$ cat config.mk
export PLATFORM = sky130hd
export DESIGN_NAME = c_d_scheduler
export DESIGN_NICKNAME = d
export VERILOG_FILES = /design/src/rtl/c_d_scheduler_pkg.sv /design/src/rtl/c_d_scheduler_rr_pick.sv /design/src/rtl/c_d_scheduler.sv
export SDC_FILE = /design/constraint.sdc
export NUM_CORES = 1
export LEC_CHECK = 0
export ABC_AREA = 1
export ABC_CLOCK_PERIOD_IN_PS = 2200
export CAP_MARGIN = 5
export CORE_ASPECT_RATIO = 0.7
export CORE_MARGIN = 5
export CORE_UTILIZATION = 49
export CTS_BUF_LIST = sky130_fd_sc_hd__clkbuf_8
export DETAILED_ROUTE_END_ITERATION = 10
export GPL_ROUTABILITY_DRIVEN = 1
export HOLD_SLACK_MARGIN = 0.08
export PLACE_DENSITY = 0.89
export SLEW_MARGIN = 40
export SYNTH_ARGS = -nofsm -noshare
export SYNTH_HDL_FRONTEND = slang
export SYNTH_SLANG_ARGS = --single-unit
$ cat constraint.sdc
create_clock -name clk -period 2.2 [get_ports clk]
set_clock_uncertainty 0.1 [all_clocks]
set_input_delay 0.22 -clock clk [delete_from_list [all_inputs] [get_ports clk]]
set_output_delay 0.22 -clock clk [all_outputs]
set_load 0.005 [all_outputs]
$ cat src/rtl/c_d_scheduler_pkg.sv
// Shared types for the blockC -> blockD scheduler: state codes, burst counter, payload.
// Latency: n/a (types and a pure function only).
// Backpressure: n/a.
package c_d_scheduler_pkg;

  // Scheduler state encoding; any other code is treated as illegal and recovers to IDLE
  typedef enum logic [3:0] {
    C_ST_IDLE    = 4'h0,
    C_ST_ARB     = 4'h1,
    C_ST_XFER    = 4'h2,
    C_ST_HOLDOFF = 4'h3
  } cStateT;

  // Largest burst a single grant may run before re-arbitration
  localparam int C_ANOTHER_SIZE = 10;

  // Burst beat counter, wide enough for C_ANOTHER_SIZE
  typedef logic [4-1:0] cBurstCntT;

  // blockD payload
  typedef logic [2:0] dT;
  typedef struct packed {
    dT dat;
  } dSt;

  // Map the programmed limit onto the legal range: 0 or oversize means the maximum
  function automatic cBurstCntT c_eff_limit(input logic [3:0] lim);
    cBurstCntT res;
    if (lim == 4'd0 || int'(lim) > C_ANOTHER_SIZE) begin
      res = cBurstCntT'(C_ANOTHER_SIZE);
    end else begin
      res = lim;
    end
    return res;
  endfunction

endpackage

$ cat src/rtl/c_d_scheduler_rr_pick.sv
// Round-robin priority picker: first valid requester after last_grant, wrapping.
// Latency: purely combinational.
// Backpressure: none; found=0 when no requester is valid.
module c_rr_pick
  import c_d_scheduler_pkg::*;
#(
  parameter int NUM_REQ = 4,
  parameter int IDX_W   = $clog2(NUM_REQ)
) (
  input  logic [NUM_REQ-1:0] req_vld,
  input  logic [IDX_W-1:0]   last_grant,
  output logic [IDX_W-1:0]   idx,
  output logic               found
);

  logic [IDX_W-1:0] pos;

  // Scan last_grant+1 .. last_grant+NUM_REQ (mod NUM_REQ); the first hit wins
  always_comb begin
    idx   = '0;
    found = 1'b0;
    pos   = '0;
    for (int k = 1; k <= NUM_REQ; k++) begin
      pos = IDX_W'((int'(last_grant) + k) % NUM_REQ);
      if (!found && req_vld[pos]) begin
        found = 1'b1;
        idx   = pos;
      end
    end
  end

endmodule

$ cat src/rtl/c_d_scheduler.sv
// Round-robin scheduler sharing the single blockD port among NUM_REQ blockC requesters.
// Latency: req_vld in IDLE -> d_vld two cycles later; data path is a combinational pass-through.
// Backpressure: d_rdy is forwarded to the granted requester only; others see req_rdy=0.
module c_d_scheduler
  import c_d_scheduler_pkg::*;
#(
  parameter int NUM_REQ = 4,
  parameter int IDX_W   = $clog2(NUM_REQ)
) (
  input  logic                   clk,
  input  logic                   rst_n,
  input  logic                   enable,
  input  logic [3:0]             burst_limit,
  input  logic [NUM_REQ-1:0]     req_vld,
  input  logic [NUM_REQ*3-1:0]   req_data,
  output logic [NUM_REQ-1:0]     req_rdy,
  output logic                   d_vld,
  output logic [2:0]             d_data,
  input  logic                   d_rdy,
  output logic [IDX_W-1:0]       d_src,
  output logic [3:0]             state,
  output logic                   burst_done
);

  cStateT           state_q, state_d;
  logic [IDX_W-1:0] d_src_q, d_src_d;
  logic [IDX_W-1:0] last_grant_q, last_grant_d;
  cBurstCntT        cnt_q, cnt_d;
  cBurstCntT        lim_q, lim_d;

  logic [IDX_W-1:0] pick_idx;
  logic             pick_found;
  logic             sel_vld;
  dSt               sel_pay;
  logic             in_xfer;
  logic             beat;
  logic             last_beat;
  logic             xfer_exit;

  c_rr_pick #(
    .NUM_REQ (NUM_REQ),
    .IDX_W   (IDX_W)
  ) u_pick (
    .req_vld    (req_vld),
    .last_grant (last_grant_q),
    .idx        (pick_idx),
    .found      (pick_found)
  );

  // Select the granted requester's valid and payload
  always_comb begin
    sel_vld     = 1'b0;
    sel_pay.dat = '0;
    for (int i = 0; i < NUM_REQ; i++) begin
      if (d_src_q == IDX_W'(i)) begin
        sel_vld     = req_vld[i];
        sel_pay.dat = req_data[3*i +: 3];
      end
    end
  end

  assign in_xfer    = (state_q == C_ST_XFER);
  assign d_vld      = in_xfer & sel_vld;
  assign d_data     = sel_pay.dat;
  assign beat       = d_vld & d_rdy;
  assign last_beat  = beat && (cnt_q == cBurstCntT'(lim_q - cBurstCntT'(1)));
  // Leave on the final beat, or when the owner has nothing to offer this cycle
  assign xfer_exit  = in_xfer && (last_beat || !sel_vld);
  assign burst_done = xfer_exit;
  assign d_src      = d_src_q;
  assign state      = state_q;

  // Forward d_rdy to the granted requester only, and only while transferring
  always_comb begin
    req_rdy = '0;
    for (int i = 0; i < NUM_REQ; i++) begin
      req_rdy[i] = in_xfer && (d_src_q == IDX_W'(i)) && d_rdy;
    end
  end

  // Next-state and grant bookkeeping
  always_comb begin
    state_d      = state_q;
    d_src_d      = d_src_q;
    last_grant_d = last_grant_q;
    cnt_d        = cnt_q;
    lim_d        = lim_q;
    case (state_q)
      C_ST_IDLE: begin
        if (enable && |req_vld) state_d = C_ST_ARB;
      end
      C_ST_ARB: begin
        if (pick_found) begin
          state_d = C_ST_XFER;
          d_src_d = pick_idx;
          cnt_d   = '0;
          lim_d   = c_eff_limit(burst_limit);
        end else begin
          // requester withdrew between IDLE and ARB
          state_d = C_ST_IDLE;
        end
      end
      C_ST_XFER: begin
        if (beat)      cnt_d   = cnt_q + cBurstCntT'(1);
        if (xfer_exit) state_d = C_ST_HOLDOFF;
      end
      C_ST_HOLDOFF: begin
        last_grant_d = d_src_q;
        state_d      = (enable && |req_vld) ? C_ST_ARB : C_ST_IDLE;
      end
      default: state_d = C_ST_IDLE;
    endcase
  end

  // State registers; reset points the round-robin pointer so requester 0 wins first
  always_ff @(posedge clk or negedge rst_n) begin
    if (!rst_n) begin
      state_q      <= C_ST_IDLE;
      d_src_q      <= '0;
      last_grant_q <= IDX_W'(NUM_REQ - 1);
      cnt_q        <= '0;
      lim_q        <= cBurstCntT'(C_ANOTHER_SIZE);
    end else begin
      state_q      <= state_d;
      d_src_q      <= d_src_d;
      last_grant_q <= last_grant_d;
      cnt_q        <= cnt_d;
      lim_q        <= lim_d;
    end
  end

endmodule

======== Word-level counts from Yosys, hierarchy flattened ========
Index checks and enable logic that the tools add are counted.
storage, ports and cells
  flip-flop bits (word level) ............. 16
  bits in latches ......................... 0
  memory bits (writable) .................. 0
  ROM bits ................................ 0
  bits of input ports ..................... 24
  output and inout port bits .............. 15
  logic and storage cells ................. 90
  memories ................................ 0
operators by class
  add/subtract/negate cells ............... 6
  $mul .................................... 0
  divide/modulo/power cells ............... 0
  order comparisons ....................... 5
  equality and inequality tests ........... 11
  shifts and indexed selects .............. 0
  muxes and demuxes ....................... 33
  bitwise logic cells ..................... 2
  reduce and logical (&&, ||, !) cells .... 28
operators by type and width
  operator             number
  $mux 4               5
  $pmux 4 s4           1
  $logic_and 1x1->1    14
  $mux 1               13
  $lt 2x3->1 const B   4
  $mux 3               4
  $mux 2               5
  $bmux 1 s2           4
  $eq 4x2->1 const B   2
  $logic_not 4->1      2
  $pmux 4 s2           1
  $ne 2x2->1 const B   3
  $add 2x1->2 const B  2
  $add 2x2->2 const B  2
  $add 4x1->4 const B  1
  $eq 2x2->1 const B   2
  $eq 4x1->1 const B   1
  $eq 4x4->1           1
  $gt 4x4->1 const B   1
  $logic_not 1->1      4
  $reduce_and 2->1     2
  $reduce_or 4->1      1
  $sub 4x1->4 const B  1
  $reduce_and 3->1     1
  6 further kinds      8

======== Longest topological paths before layout ========
Gate-level depths: netlist of run 1.
  depth after elaboration ................. 15
  mapped depth ............................ 12
  mapped depth without buffers ............ 11

======== Modules after synthesis ========
From an unflattened synthesis of run 1, not the netlist that was laid out.
unflattened totals
  cell total of the unflattened synthesis .. 202
  area, all modules ....................... 1263.7 um^2
by module, submodules not included
  module         instances  cells each  area each (um^2)  seq. area each (um^2)
  c_d_scheduler  1          150         992.2             355.3
  c_rr_pick      1          52          271.5             0.0

======== Worst setup path before layout of run 1 ========
Ideal clock, no wire load.
  path kind ............................... reg2out
  from .................................... reg lim_q[1]
  to ...................................... out burst_done
  data arrival time ....................... 1.365 ns
  required time ........................... 1.880 ns
  slack ................................... 0.515 ns
  stages on the path, launching flop included .. 8
  buffers on the path ..................... 0
  path through ............................ dfstp_2 inv_1 ha_1 xnor2_1 nand2b_1 nor2_1 nand2_1 a21oi_1
on the way
  word-level cells in the longest chain between the ends .. 5
RTL lines
  item                      RTL line              text
  start: declaration        c_d_scheduler.sv:29   cBurstCntT lim_q, lim_d;
  start signal: assignment  c_d_scheduler.sv:122  lim_q <= cBurstCntT'(C_ANOTHER_SIZE);
  start signal: assignment  c_d_scheduler.sv:128  lim_q <= lim_d;
  $sub 4x1->4               c_d_scheduler.sv:66   assign last_beat = beat && (cnt_q == cBurstCntT'(lim_q - cBurstCntT'(1)));
  $eq 4x4->1                c_d_scheduler.sv:66
  $logic_and 1x1->1         c_d_scheduler.sv:66
  $logic_or 1x1->1          c_d_scheduler.sv:68   assign xfer_exit = in_xfer && (last_beat || !sel_vld);
  $logic_and 1x1->1         c_d_scheduler.sv:68
  end: declaration          c_d_scheduler.sv:22   output logic burst_done
No other way between the ends.

======== Worst setup path in the final report of run 1 ========
Ends and elaborated chain as after synthesis.

==> results of run 1 <==
cell usage in the layout (no fill, tap or decap), drive strengths merged, types with 3 or more instances in the layout:
cell type       n
clkdlybuf4s50  34
dfrtp          10
nand3          20
nor3            4
dfstp           4
buf            12
nor2           21
o21ai          11
nand4           3
nand2          67
a21oi           6
inv            29
xnor2           3
clkbuf          4
through the flow:
step	TNS (ns)	std cells	hold WS, ns
3_3_place_gp	-0.00810	265	0.402
6_report	0	278	0.267
3_5_place_dp	-0.0306	265	0.410
5_1_grt	-0.146	278	0.325
4_1_cts	0	271	0.280
2_1_floorplan	0	197	-0.176
timing repair:
action / 4_1_cts / 5_1_grt
pin swaps: 1 / 1
resized for setup: 5 / 8
setup buffers: 2 / 7
endpoints found under the setup margin: 4 / 4
cells by family (layout without fill, tap and decap cells):
group | after synthesis | in the layout | synth area share
other | 1 | 2 | 0.00290
adder cells (fa/ha/maj) | 2 | 2 | 0.0194
flip-flops | 14 | 14 | 0.275
XOR/XNOR | 5 | 5 | 0.0339
AND/OR/NAND/NOR | 118 | 118 | 0.447
AO/OA/AOI/OAI | 22 | 22 | 0.0968
buffers and inverters | 34 | 81 | 0.125
per-layer routing:
layer	up-vias	share of wire
li1	711	-
met1	607	0.49
met2	48	0.41
met3	2	0.088
met4	0	0.0030
met5	-	0
sequential cells by signal, indices dropped and copies added, names as in the netlist:
signal / count
d_src: 2
lim_q: 4
cnt_q: 4
last_grant_q: 2
state: 2
where the power goes:
| group | leakage (uW) | switching, uW | total (uW) | internal [uW] |
|---|---|---|---|---|
| Clock | 0.0000288 | 88.6 | 247 | 158 |
| Combinational | 0.000713 | 823 | 1560 | 738 |
| Sequential | 0.000168 | 145 | 529 | 384 |
| Total | 0.000910 | 1060 | 2340 | 1280 |
how the worst max path moves through the flow:
stage	from	endpoint	slack [ns]	cells past startpoint
2_1_floorplan	lim_q[1]$_DFFE_PN1P_	burst_done	0.51	7
3_3_place_gp	lim_q[1]$_DFFE_PN1P_	burst_done	-0.008	8
3_5_place_dp	lim_q[1]$_DFFE_PN1P_	burst_done	-0.03	8
4_1_cts	lim_q[1]$_DFFE_PN1P_	burst_done	0.003	8
5_1_grt	d_src[1]$_DFFE_PN0P_	d_vld	-0.07	8
6_report	lim_q[1]$_DFFE_PN1P_	burst_done	0.05	9
critical path, cell delays in order, from the launching register on:
cell and delay (ns):
dfstp_2 0.54, inv_2 0.05, ha_4 0.14, xor2_1 0.15
or2_2 0.28, nand2_1 0.07, nor2_1 0.04, nand2_1 0.06
a21oi_2 0.05, clkdlybuf4s15_2 0.21
layout make-up:
type                       instances  area [sq um]
clock buffer                       4          55.1
multi-input combinational        149           806
sequential                        14           359
fill                             182           653
inverter                          29           116
timing repair buffer              48           464
tap                               34          42.5
==> results.tsv, run 1 <==
metric	value	unit
insertion_delay	0.24	ns
busiest_layer	met1	
nets	271	
final_cell_area	1840	sq um
synthArstFlopShare	1.00	
power	2340	uW
cp-start-kind	flip-flop	
hp-class	in -> async	
rsz0062_at_grt	yes	
synthCells	196	
crit_fanout	2	
grt_max_degree	15	
cap_violations	0	
routabilityCongestion	0.797	
yosysSeqAreaShare	0.275	
synth.largest_area_cell	dfrtp_1	
viasPerCell	4.92	
use_met2	0.238	
end_kind	output port	
core_area	2500	sq um
fmax	0.465	GHz
grt_pass1_wl	5140	um
finalCritPeriodShare	0.977	
ctsLongestPathBuffers	2	
drive_gt1_frac	0.225	
slew_violations	0	
global_route.usage.met1	0.257	
die_area	3780	sq um
status	finished, final reports clean	
rr_endpoint	state[0]$_DFFE_PN0P_	
wirelength	3300	um
setup-violations-final	0	
synth_edf_count	0	
ys_warn_count	0	
vdd_drop_max	0.549	mV
wire_per_inst	11.9	um
final_util	0.738	
pre_cts_slack	-0.0306	ns
cts_tree	done	
slew_headroom	0.584	
cellPowerDensity	1270	nW/um^2
ys_top_cells_by_count	nand2_1 (53), inv_1 (23), nand3_1 (19)	
post_dp_cell_area	1670	sq um
cts.sinks	14	
rows	15	
r2r_setup_slack	0.56	ns
ctsHoldBuffers	0	
overflow	0	
dpl.hpwl	2460	um
num_vias	1368	
grt_pass1_vias	1122	
drtAntennaViolNets	0	
synth_most_common_cell	nand2_1	
fin_ws	0.0496	ns
antenna_cells	0	
syn_area	1290	sq um
drt-initial-drc-count	85	
dieWidth	71.4	um
die_h	53.0	um
syn_avg_cell_area	6.59	sq um
ys_types	31	
cts_buffers	3	
io_buffers	36	
cp.arrival	1.83	ns
synth_top_area_frac	0.194	
synth_area_leaders	dfrtp_1 (19%), nand2_1 (15%), dfstp_2 (8.1%)	
ios	39	
synth_ff_type	dfrtp_1	
worstPathRequired	1.88	ns
min_period	2.15	ns
area_delta_synth_final	42.6	%
tightest_slew	0.623	ns
cts.reportedPaths.clkPinSlew	0.06	ns
h-tree-depth	1	
cts_root_buffer	clkbuf_8	
crit_type	reg -> out	
drt_first_pass_iters	4	
ys_ff_latch	14	
route.detailed.drc	0	
hold_violations	0	
grtUsageTotal	0.171	
antenna_found_initial	0	
r2r_start	lim_q[1]$_DFFE_PN1P_	
initial_core_util	0.518	
grt_util_met3	0.0417	
reg2reg_depth	8	
power.leakage	0.000910	uW
Power figures use the tool's default switching activity.
==> run 2: changes to the inputs <==
--- a/config.mk
+++ b/config.mk
@@ -16,6 +16,7 @@
 export GPL_ROUTABILITY_DRIVEN = 1
 export HOLD_SLACK_MARGIN = 0.08
 export PLACE_DENSITY = 0.89
+export SKIP_CTS_REPAIR_TIMING = 1
 export SLEW_MARGIN = 40
 export SYNTH_ARGS = -nofsm -noshare
 export SYNTH_HDL_FRONTEND = slang
==> results.tsv, run 2 (synthesis gave the netlist of run 1 again) <==
metric	value	unit
drt-initial-drc-count	80	
dp_cells	265	
routabilityCongestion	0.797	
slew_violations	0	
crit_type	reg -> out	
met2_length	1440	um
final_cells	280	
insertion_delay	0.24	ns
layout_common_cells	nand2_1 (53), clkdlybuf4s50_1 (32), inv_1 (22), nand3_1 (19), nor2_1 (17)	
final_common_cell	nand2_1	
slew_headroom	0.597	
die_area	3780	sq um
route.detailed.drc	0	
hp-class	in -> async	
cts_tree	done	
die_h	53.0	um
ctsLongestPathBuffers	2	
wl_met3	333	um
cts_buffers	3	
grt_pass1_wl	4970	um
grt_max_degree	15	
r2r_start	lim_q[1]$_DFFE_PN1P_	
cts_root_buffer	clkbuf_8	
crit_fanout	6	
drive_gt1_frac	0.220	
cap_violations	0	
hold_violations	0	
cp-start-kind	flip-flop	
antenna_cells	0	
tightest_slew	0.602	ns
status	finished, final reports clean	
antenna_found_initial	0	
dpl.hpwl	2460	um
vdd_drop_max	0.584	mV
nets	273	
initial_core_util	0.518	
io_buffers	36	
dr.max_layer_used	met4	
cts.sinks	14	
largestRegisters	cnt_q (4), lim_q (4)	
critical_path.startpoint	d_src[0]$_DFFE_PN0P_	
drt_first_pass_iters	5	
grtUsageTotal	0.165	
rows	15	
drtAntennaViolNets	0	
h-tree-depth	1	
area_delta_synth_final	42.0	%
met1_length	1610	um
num_vias	1401	
cellPowerDensity	1270	nW/um^2
power	2330	uW
wire_per_inst	12.2	um
core_area	2500	sq um
finalCritPeriodShare	0.979	
ios	39	
wirelength	3410	um
holdWs	0.259	ns
overflow	0	
cts.reportedPaths.clkPinSlew	0.06	ns
end_kind	output port	
setup-violations-final	0	
viasPerCell	5.00	
worstPathRequired	1.88	ns
grt_pass1_vias	1097	
fmax	0.464	GHz
cp.arrival	1.83	ns
power.leakage	0.000953	uW
min_period	2.15	ns
dieWidth	71.4	um
run 2: per-layer routing:
metal  up-vias  global-route usage
met5         -                   0
met4         0              0.0469
met3         4              0.0417
met2        58               0.233
met1       624               0.243
li1        715                   -
run 2: cell type report:
type,instances,area [sq um]
clock buffer,4,55.1
fill,185,661
inverter,29,116
multi-input combinational,149,786
sequential,14,358
tap,34,42.5
timing repair buffer,50,478
run 2: worst paths after layout:
path | end | slack (ns) | cells past startpoint
worst max-delay path | d_data[1] | 0.05 | 5
worst min-delay path | lim_q[2]$_DFFE_PN0P_ | 0.26 | 1
worst max register to register | state[0]$_DFFE_PN0P_ | 0.49 | 8
worst min register to register | lim_q[3]$_DFFE_PN1P_ | 0.42 | 2
max in group asynchronous | d_src[1]$_DFFE_PN0P_ | 1.32 | 1
min in group clk | lim_q[3]$_DFFE_PN1P_ | 0.42 | 2
run 2: through the flow:
stage | setup slack, ns | util | instance area [sq um] | setup TNS [ns]
4_1_cts | -0.297 | 0.693 | 1730 | -0.401
3_3_place_gp | -0.00810 | 0.671 | 1670 | -0.00810
5_1_grt | -0.0455 | 0.735 | 1840 | -0.104
3_5_place_dp | -0.0306 | 0.671 | 1670 | -0.0306
6_report | 0.0456 | 0.735 | 1840 | 0
2_1_floorplan | 0.515 | - | 1300 | 0
run 2: report_power, final:
part | internal, uW | switching (uW) | leakage [uW]
logic | 725 | 828 | 0.000754
clock network | 158 | 88.6 | 0.0000288
registers | 382 | 149 | 0.000170
total | 1270 | 1070 | 0.000953
run 2: critical path, stage by stage, from the launching register on:
cell and delay, ns:
dfrtp_2 0.47, buf_4 0.16, nor2_1 0.19, a221oi_1 0.12, a21oi_1 0.14, clkdlybuf4s50_1 0.51
